===== src/rtl/game_pkg.sv =====
// Shared types and default constants for the level sequencer.
package game_pkg;

   typedef enum logic [2:0] {
      SPLASH = 3'd0,
      TITLE  = 3'd1,
      BANNER = 3'd2,
      LOAD   = 3'd3,
      PLAY   = 3'd4,
      DEATH  = 3'd5,
      DONE   = 3'd6
   } seq_state_t;

   localparam int         DEF_WAIT_CYCLES = 300;
   localparam logic [2:0] DEF_COIN_MASK   = 3'b110;

   // Width of a level index; a single level still needs one bit.
   function automatic int lidx_width(input int num_levels);
      return (num_levels <= 2) ? 1 : $clog2(num_levels);
   endfunction

endpackage


===== src/rtl/level_sequencer_if.sv =====
// Game-side signal bundle: per-level inputs from the play field and the
// state decodes driven back by the sequencer.
interface level_sequencer_if
   import game_pkg::*;
#(
   parameter int NUM_LEVELS = 3,
   parameter int DEATH_W    = 8
);
   localparam int LIDX_W = lidx_width(NUM_LEVELS);

   logic                  Start;
   logic [NUM_LEVELS-1:0] Level_End;
   logic [NUM_LEVELS-1:0] Coin_Collected;
   logic                  Player_Hit;

   seq_state_t            State;
   logic [LIDX_W-1:0]     Level_Idx;
   logic [NUM_LEVELS-1:0] Level_Active;
   logic                  Level_Load;
   logic                  Splash_Active;
   logic                  Title_Active;
   logic                  Banner_Active;
   logic                  Death_Active;
   logic                  Game_Over;
   logic [DEATH_W-1:0]    Deaths;

   // The game logic: drives events, observes the sequencer.
   modport master (
      output Start, Level_End, Coin_Collected, Player_Hit,
      input  State, Level_Idx, Level_Active, Level_Load, Splash_Active,
             Title_Active, Banner_Active, Death_Active, Game_Over, Deaths
   );

   // The sequencer itself.
   modport slave (
      input  Start, Level_End, Coin_Collected, Player_Hit,
      output State, Level_Idx, Level_Active, Level_Load, Splash_Active,
             Title_Active, Banner_Active, Death_Active, Game_Over, Deaths
   );

endinterface


===== src/rtl/dwell_timer.sv =====
// Dwell counter for the timed screens. Counts while enabled and flags the
// last cycle of a WAIT_CYCLES-long dwell; clear restarts it from zero.
module dwell_timer
   import game_pkg::*;
#(
   parameter int WAIT_CYCLES = DEF_WAIT_CYCLES,
   parameter int CNT_W       = 16
) (
   input  logic Clk,
   input  logic Reset_n,
   input  logic clear,
   input  logic enable,
   output logic done
);

   localparam logic [CNT_W-1:0] LAST = CNT_W'(WAIT_CYCLES - 1);

   generate
      if (WAIT_CYCLES < 1 || longint'(WAIT_CYCLES) >= (longint'(1) << CNT_W)) begin : g_bad_wait
         $error("dwell_timer: WAIT_CYCLES must be >= 1 and < 2**CNT_W");
      end
   endgenerate

   logic [CNT_W-1:0] cnt;

   // Counter register: clear wins over counting.
   always_ff @(posedge Clk or negedge Reset_n) begin
      // NOTE: sequential state uses non-blocking (<=) so every register
      // samples pre-edge values regardless of block ordering.
      if (!Reset_n) begin
         cnt <= '0;
      end else if (clear) begin
         cnt <= '0;
      end else if (enable) begin
         cnt <= cnt + CNT_W'(1);
      end
   end

   assign done = enable && (cnt == LAST);

endmodule


===== src/rtl/level_sequencer.sv =====
// Game flow sequencer: splash -> title -> (banner -> load -> play)* -> done,
// with death/retry handling, coin-gated level completion and a saturating
// death counter.
module level_sequencer
   import game_pkg::*;
#(
   parameter int                    NUM_LEVELS  = 3,
   parameter int                    WAIT_CYCLES = DEF_WAIT_CYCLES,
   parameter int                    CNT_W       = 16,
   parameter logic [NUM_LEVELS-1:0] COIN_MASK   = NUM_LEVELS'(DEF_COIN_MASK),
   parameter int                    DEATH_W     = 8
) (
   input  logic               Clk,
   input  logic               Reset_n,
   level_sequencer_if.slave   bus
);

   localparam int LIDX_W = lidx_width(NUM_LEVELS);
   localparam logic [LIDX_W-1:0]  LAST_IDX   = LIDX_W'(NUM_LEVELS - 1);
   localparam logic [DEATH_W-1:0] DEATHS_MAX = '1;

   seq_state_t         state, state_next;
   logic [LIDX_W-1:0]  lvl_idx, idx_next;
   logic [DEATH_W-1:0] deaths, deaths_next;

   logic dwell_en;
   logic dwell_clr;
   logic dwell_done;
   logic level_cleared;

   // Only the splash, banner and death screens are timed; the counter
   // restarts whenever the state changes so each entry gets a full dwell.
   assign dwell_en  = (state == SPLASH) || (state == BANNER) || (state == DEATH);
   assign dwell_clr = (state_next != state);

   dwell_timer #(
      .WAIT_CYCLES (WAIT_CYCLES),
      .CNT_W       (CNT_W)
   ) u_dwell (
      .Clk     (Clk),
      .Reset_n (Reset_n),
      .clear   (dwell_clr),
      .enable  (dwell_en),
      .done    (dwell_done)
   );

   // A level counts as cleared at its goal only once its coin is held,
   // unless that level does not require a coin.
   assign level_cleared = bus.Level_End[lvl_idx] &&
                          (!COIN_MASK[lvl_idx] || bus.Coin_Collected[lvl_idx]);

   // State, level index and death count registers.
   always_ff @(posedge Clk or negedge Reset_n) begin
      if (!Reset_n) begin
         state   <= SPLASH;
         lvl_idx <= '0;
         deaths  <= '0;
      end else begin
         state   <= state_next;
         lvl_idx <= idx_next;
         deaths  <= deaths_next;
      end
   end

   // Next-state logic; game inputs only matter in PLAY, Start only in
   // TITLE and DONE.
   always_comb begin
      // NOTE: every output of this block gets a default first, so no path
      // through the case can leave a variable unassigned and infer a latch.
      state_next  = state;
      idx_next    = lvl_idx;
      deaths_next = deaths;
      unique case (state)
         SPLASH: if (dwell_done) state_next = TITLE;
         TITLE: begin
            if (bus.Start) begin
               state_next  = BANNER;
               idx_next    = '0;
               deaths_next = '0;
            end
         end
         BANNER: if (dwell_done) state_next = LOAD;
         LOAD:   state_next = PLAY;
         PLAY: begin
            if (level_cleared) begin
               if (lvl_idx == LAST_IDX) begin
                  state_next = DONE;
               end else begin
                  state_next = BANNER;
                  idx_next   = lvl_idx + LIDX_W'(1);
               end
            end else if (bus.Player_Hit) begin
               state_next = DEATH;
               if (deaths != DEATHS_MAX) deaths_next = deaths + DEATH_W'(1);
            end
         end
         DEATH: if (dwell_done) state_next = LOAD;
         DONE:  if (bus.Start) state_next = TITLE;
         default: state_next = SPLASH;
      endcase
   end

   // Outputs are pure decodes of the registers: no input reaches them
   // combinationally.
   assign bus.State         = state;
   assign bus.Level_Idx     = lvl_idx;
   assign bus.Deaths        = deaths;
   assign bus.Level_Active  = (state == PLAY) ? (NUM_LEVELS'(1) << lvl_idx) : '0;
   assign bus.Level_Load    = (state == LOAD);
   assign bus.Splash_Active = (state == SPLASH);
   assign bus.Title_Active  = (state == TITLE);
   assign bus.Banner_Active = (state == BANNER);
   assign bus.Death_Active  = (state == DEATH);
   assign bus.Game_Over     = (state == DONE);

endmodule


===== src/flat_wrapper.sv =====
// flat-port wrapper written by rule: the top's interface ports become plain ports
module level_sequencer_flat import game_pkg::*;
#(
   parameter int                    NUM_LEVELS  = 3,
   parameter int                    WAIT_CYCLES = DEF_WAIT_CYCLES,
   parameter int                    CNT_W       = 16,
   parameter logic [NUM_LEVELS-1:0] COIN_MASK   = NUM_LEVELS'(DEF_COIN_MASK),
   parameter int                    DEATH_W     = 8
)
  (Clk, Reset_n, bus_Start, bus_Level_End, bus_Coin_Collected, bus_Player_Hit, bus_State, bus_Level_Idx, bus_Level_Active, bus_Level_Load, bus_Splash_Active, bus_Title_Active, bus_Banner_Active, bus_Death_Active, bus_Game_Over, bus_Deaths);
  level_sequencer_if #(.NUM_LEVELS(NUM_LEVELS), .DEATH_W(DEATH_W)) bus_i ();
  input  logic Clk;
  input  logic Reset_n;
  input wire logic [$bits(bus_i.Start)-1:0] bus_Start;
  input wire logic [$bits(bus_i.Level_End)-1:0] bus_Level_End;
  input wire logic [$bits(bus_i.Coin_Collected)-1:0] bus_Coin_Collected;
  input wire logic [$bits(bus_i.Player_Hit)-1:0] bus_Player_Hit;
  output wire logic [$bits(bus_i.State)-1:0] bus_State;
  output wire logic [$bits(bus_i.Level_Idx)-1:0] bus_Level_Idx;
  output wire logic [$bits(bus_i.Level_Active)-1:0] bus_Level_Active;
  output wire logic [$bits(bus_i.Level_Load)-1:0] bus_Level_Load;
  output wire logic [$bits(bus_i.Splash_Active)-1:0] bus_Splash_Active;
  output wire logic [$bits(bus_i.Title_Active)-1:0] bus_Title_Active;
  output wire logic [$bits(bus_i.Banner_Active)-1:0] bus_Banner_Active;
  output wire logic [$bits(bus_i.Death_Active)-1:0] bus_Death_Active;
  output wire logic [$bits(bus_i.Game_Over)-1:0] bus_Game_Over;
  output wire logic [$bits(bus_i.Deaths)-1:0] bus_Deaths;
  assign bus_i.Start = bus_Start;
  assign bus_i.Level_End = bus_Level_End;
  assign bus_i.Coin_Collected = bus_Coin_Collected;
  assign bus_i.Player_Hit = bus_Player_Hit;
  assign bus_State = bus_i.State;
  assign bus_Level_Idx = bus_i.Level_Idx;
  assign bus_Level_Active = bus_i.Level_Active;
  assign bus_Level_Load = bus_i.Level_Load;
  assign bus_Splash_Active = bus_i.Splash_Active;
  assign bus_Title_Active = bus_i.Title_Active;
  assign bus_Banner_Active = bus_i.Banner_Active;
  assign bus_Death_Active = bus_i.Death_Active;
  assign bus_Game_Over = bus_i.Game_Over;
  assign bus_Deaths = bus_i.Deaths;
  level_sequencer #(.NUM_LEVELS(NUM_LEVELS), .WAIT_CYCLES(WAIT_CYCLES), .CNT_W(CNT_W), .COIN_MASK(COIN_MASK), .DEATH_W(DEATH_W)) u_core (.Clk(Clk), .Reset_n(Reset_n), .bus(bus_i));
endmodule

===== config.mk =====
export PLATFORM = sky130hd
export DESIGN_NAME = level_sequencer_flat
export DESIGN_NICKNAME = d
export VERILOG_FILES = /design/src/rtl/game_pkg.sv /design/src/rtl/level_sequencer_if.sv /design/src/rtl/dwell_timer.sv /design/src/rtl/level_sequencer.sv /design/src/flat_wrapper.sv
export SDC_FILE = /design/constraint.sdc
export NUM_CORES = 1
export LEC_CHECK = 0
export ABC_AREA = 0
export ABC_CLOCK_PERIOD_IN_PS = 5700
export CORE_UTILIZATION = 55
export CTS_CLUSTER_DIAMETER = 100
export CTS_CLUSTER_SIZE = 16
export DETAILED_ROUTE_END_ITERATION = 8
export PLACE_DENSITY = 0.86
export RECOVER_POWER = 50
export SLEW_MARGIN = 20
export SYNTH_ARGS = -nofsm -noshare
export SYNTH_HDL_FRONTEND = slang
export SYNTH_SLANG_ARGS = --single-unit

===== constraint.sdc =====
create_clock -name Clk -period 5.7 [get_ports Clk]
set_input_delay 0.57 -clock Clk [delete_from_list [all_inputs] [get_ports Clk]]
set_output_delay 0.57 -clock Clk [all_outputs]
set_load 0.005 [all_outputs]

==> impl_metrics.toml <==
[yosys]
ys_warn_count = 0
netlist.area_leader.share = 0.409
ys_ff_latch = 29
syn_area_sq_um = 1770
synth_edf_count = 0
seq_area_frac_synth = 0.409
synth_top_area_cell = "dfrtp_1"
synthArstFlopShare = 1.00
netlist_instances = 197
ys_top_cells_by_area = "dfrtp_1 41%, nor2_1 7.0%, xnor2_1 4.9%, nand2_1 3.6%, ha_1 3.5%"
synthesis.nets = 212
syn_avg_cell_area_sq_um = 9.00
yosys_most_used_dff = "dfrtp_1"
synth_cell_type_count = 45

[place]
place.gp.congestion = 0.826
place_inst = 268
numPortBuffers = 31
hpwl_microns = 2550
placed_cell_area_sq_um = 2120

[critical_path]
worstPathArrival_ns = 2.82
required_ns = 5.90
cpMaxStageDelayCell = "o211ai_2"
crit_family = "compound AO/OA/AOI/OAI gates"
cpPeakStageDelay_ns = 0.62
path_cells = "inv_1 > ha_1 > nor2b_1 > o32ai_1 > a221oi_1 > o211ai_2 > nor2_1"
worst-path-buf-inv = 1
criticalPathCategory = "reg -> reg"
endpoint_kind = "register"
cp-start-kind = "register"
cp_max_fo = 16

[clock_network]
cts_tree = "yes"
clk_pin_slew_ns = 0.10
cts_hold_buf = 0
cts_sinks = 29
cts-htree-levels = 2
cts-root-buf = "clkbuf_4"
post_cts_buffers = 0
ctsLongestPathBuffers = 2
clock_latency_ns = 0.35
cts_made_buffers = 5
post_cts_resized = 0

[die]
die_x_microns = 58.8
core-area_sq_um = 3050
die-area_sq_um = 3450
fp.dieH_microns = 58.8
start_util = 0.581
pin_count = 32
rows = 20

[grt]
grt_use_total = 0.227
grt_pass1_vias = 1335
grt_max_degree = 30
grt_pass1_wl_microns = 5910
overflow = 0
antenna_found_initial = 0

[finish]
fillerInstances = 249
final_cell_mix = "33 x nor2_1, 29 x dfrtp_1, 20 x clkdlybuf4s50_1, 17 x nand2_1, 11 x dlygate4sd3_1"
num-nets-final = 246
fin_cells = 276
multi_input_comb_area_sq_um = 990
final_common_cell = "nor2_1"
fin_util = 0.711
syn_to_final_growth_pct = 22.4
drive_gt1_frac = 0.0474
antenna_cells = 0
regArea_sq_um = 726
finalInstanceArea_sq_um = 2170

[timing]
fin_skew_ns = 0.0104
period_needed_ns = 2.62
period_share = 0.459
tns_ns = 0
rsz0062_at_grt = "no"
setup_viol = 0
max-slew-margin-rel = -0.0225
max_freq_mhz = 382
maxSlewViolCount = 30
hold_violations = 0
tightest_slew_ns = 1.53

[detailed_routing]
drtPass1Iterations = 4
wl_per_cell_microns = 13.3
dr_total_vias = 1555
final_antenna_net_count = 0
drc = 0
vias_per_cell = 5.63
drt_wl_total_microns = 3670
drtIter0Drc = 66

[power_and_ir_drop]
power_density_nw_per_um2 = 350
ir_drop_uv = 246
p_leak_nw = 0.920

[outcome]
outcome = "finished with violations"
violations = "max-capacitance violations, max-slew violations"

[hold_path]
hold_path_class = "reg -> reg"

[run]
drv_cap = 1
Yosys cell counts, drive strengths merged, types with 4 or more instances:
cell type   n
ha          5
nand4       4
nor3b       4
and2        4
nor3        4
nor2b       4
and3        4
nand3       8
a21oi       5
xor2        5
dfrtp      29
nand2      17
o21ai       8
xnor2      10
inv         7
nor2       33
path summary, 6_finish.rpt:
check	start	to	slack, ns	cells after the start
setup / recovery	u_core.bus.Level_Idx[0]	u_core.u_dwell.cnt[9]	3.08	7
hold / removal	u_core.bus.Deaths[0]	u_core.bus.Deaths[0]	0.54	1
setup reg to reg	u_core.bus.Level_Idx[0]	u_core.u_dwell.cnt[9]	3.08	7
hold reg to reg	u_core.bus.Deaths[0]	u_core.bus.Deaths[0]	0.54	1
max in group asynchronous	Reset_n	u_core.u_dwell.cnt[9]	3.69	2
min in group asynchronous	Reset_n	u_core.u_dwell.cnt[15]	1.12	2
cell families after synthesis:
logic type,count (synthesis),share of synthesized area
AO/OA/AOI/OAI,32,0.132
XOR/XNOR,15,0.0741
flip-flops,29,0.409
buffers and inverters,13,0.0325
multiplexers,4,0.0233
AND/OR/NAND/NOR,99,0.294
adder cells (fa/ha/maj),5,0.0353
area by class of cell:
cell class / instances / area share
clock buffers: 5 / 0.0173
clock inverters: 3 / 0.00807
inverters: 8 / 0.0138
multi-input cells: 155 / 0.456
flip-flops and latches: 29 / 0.334
well taps: 44 / 0.0254
repair buffers: 32 / 0.145
metrics by stage:
| step | setup WS (ns) | power (mW) | hold slack (ns) |
|---|---|---|---|
| detailed placement | 3.08 | 0.641 | 0.532 |
| global route | 2.97 | 0.811 | 0.576 |
| CTS | 3.09 | 0.768 | 0.556 |
| global placement | 3.17 | 0.631 | 0.527 |
| floorplan | 3.50 | 0.506 | 0.274 |
| finish | 3.08 | 0.760 | 0.537 |
flip-flops by register name, summed over array words and instances, names as in the netlist:
register and cells:
u_core.u_dwell.cnt 16, u_core.bus.Deaths 8, u_core.bus.State 3, u_core.bus.Level_Idx 2
power by group:
part           switching [mW]  internal, mW  total (mW)
clock                  0.0815        0.0464       0.128
sequential             0.0726         0.242       0.314
combinational           0.154         0.164       0.318
routing by layer:
metal	vias to the layer above	routed length (microns)	global-route usage
met4	0	71	0.109
met1	742	1810	0.313
met3	8	147	0.0527
li1	773	-	-
met5	-	0	0
met2	32	1640	0.338
No activity file was read; power rests on OpenSTA's default activity.
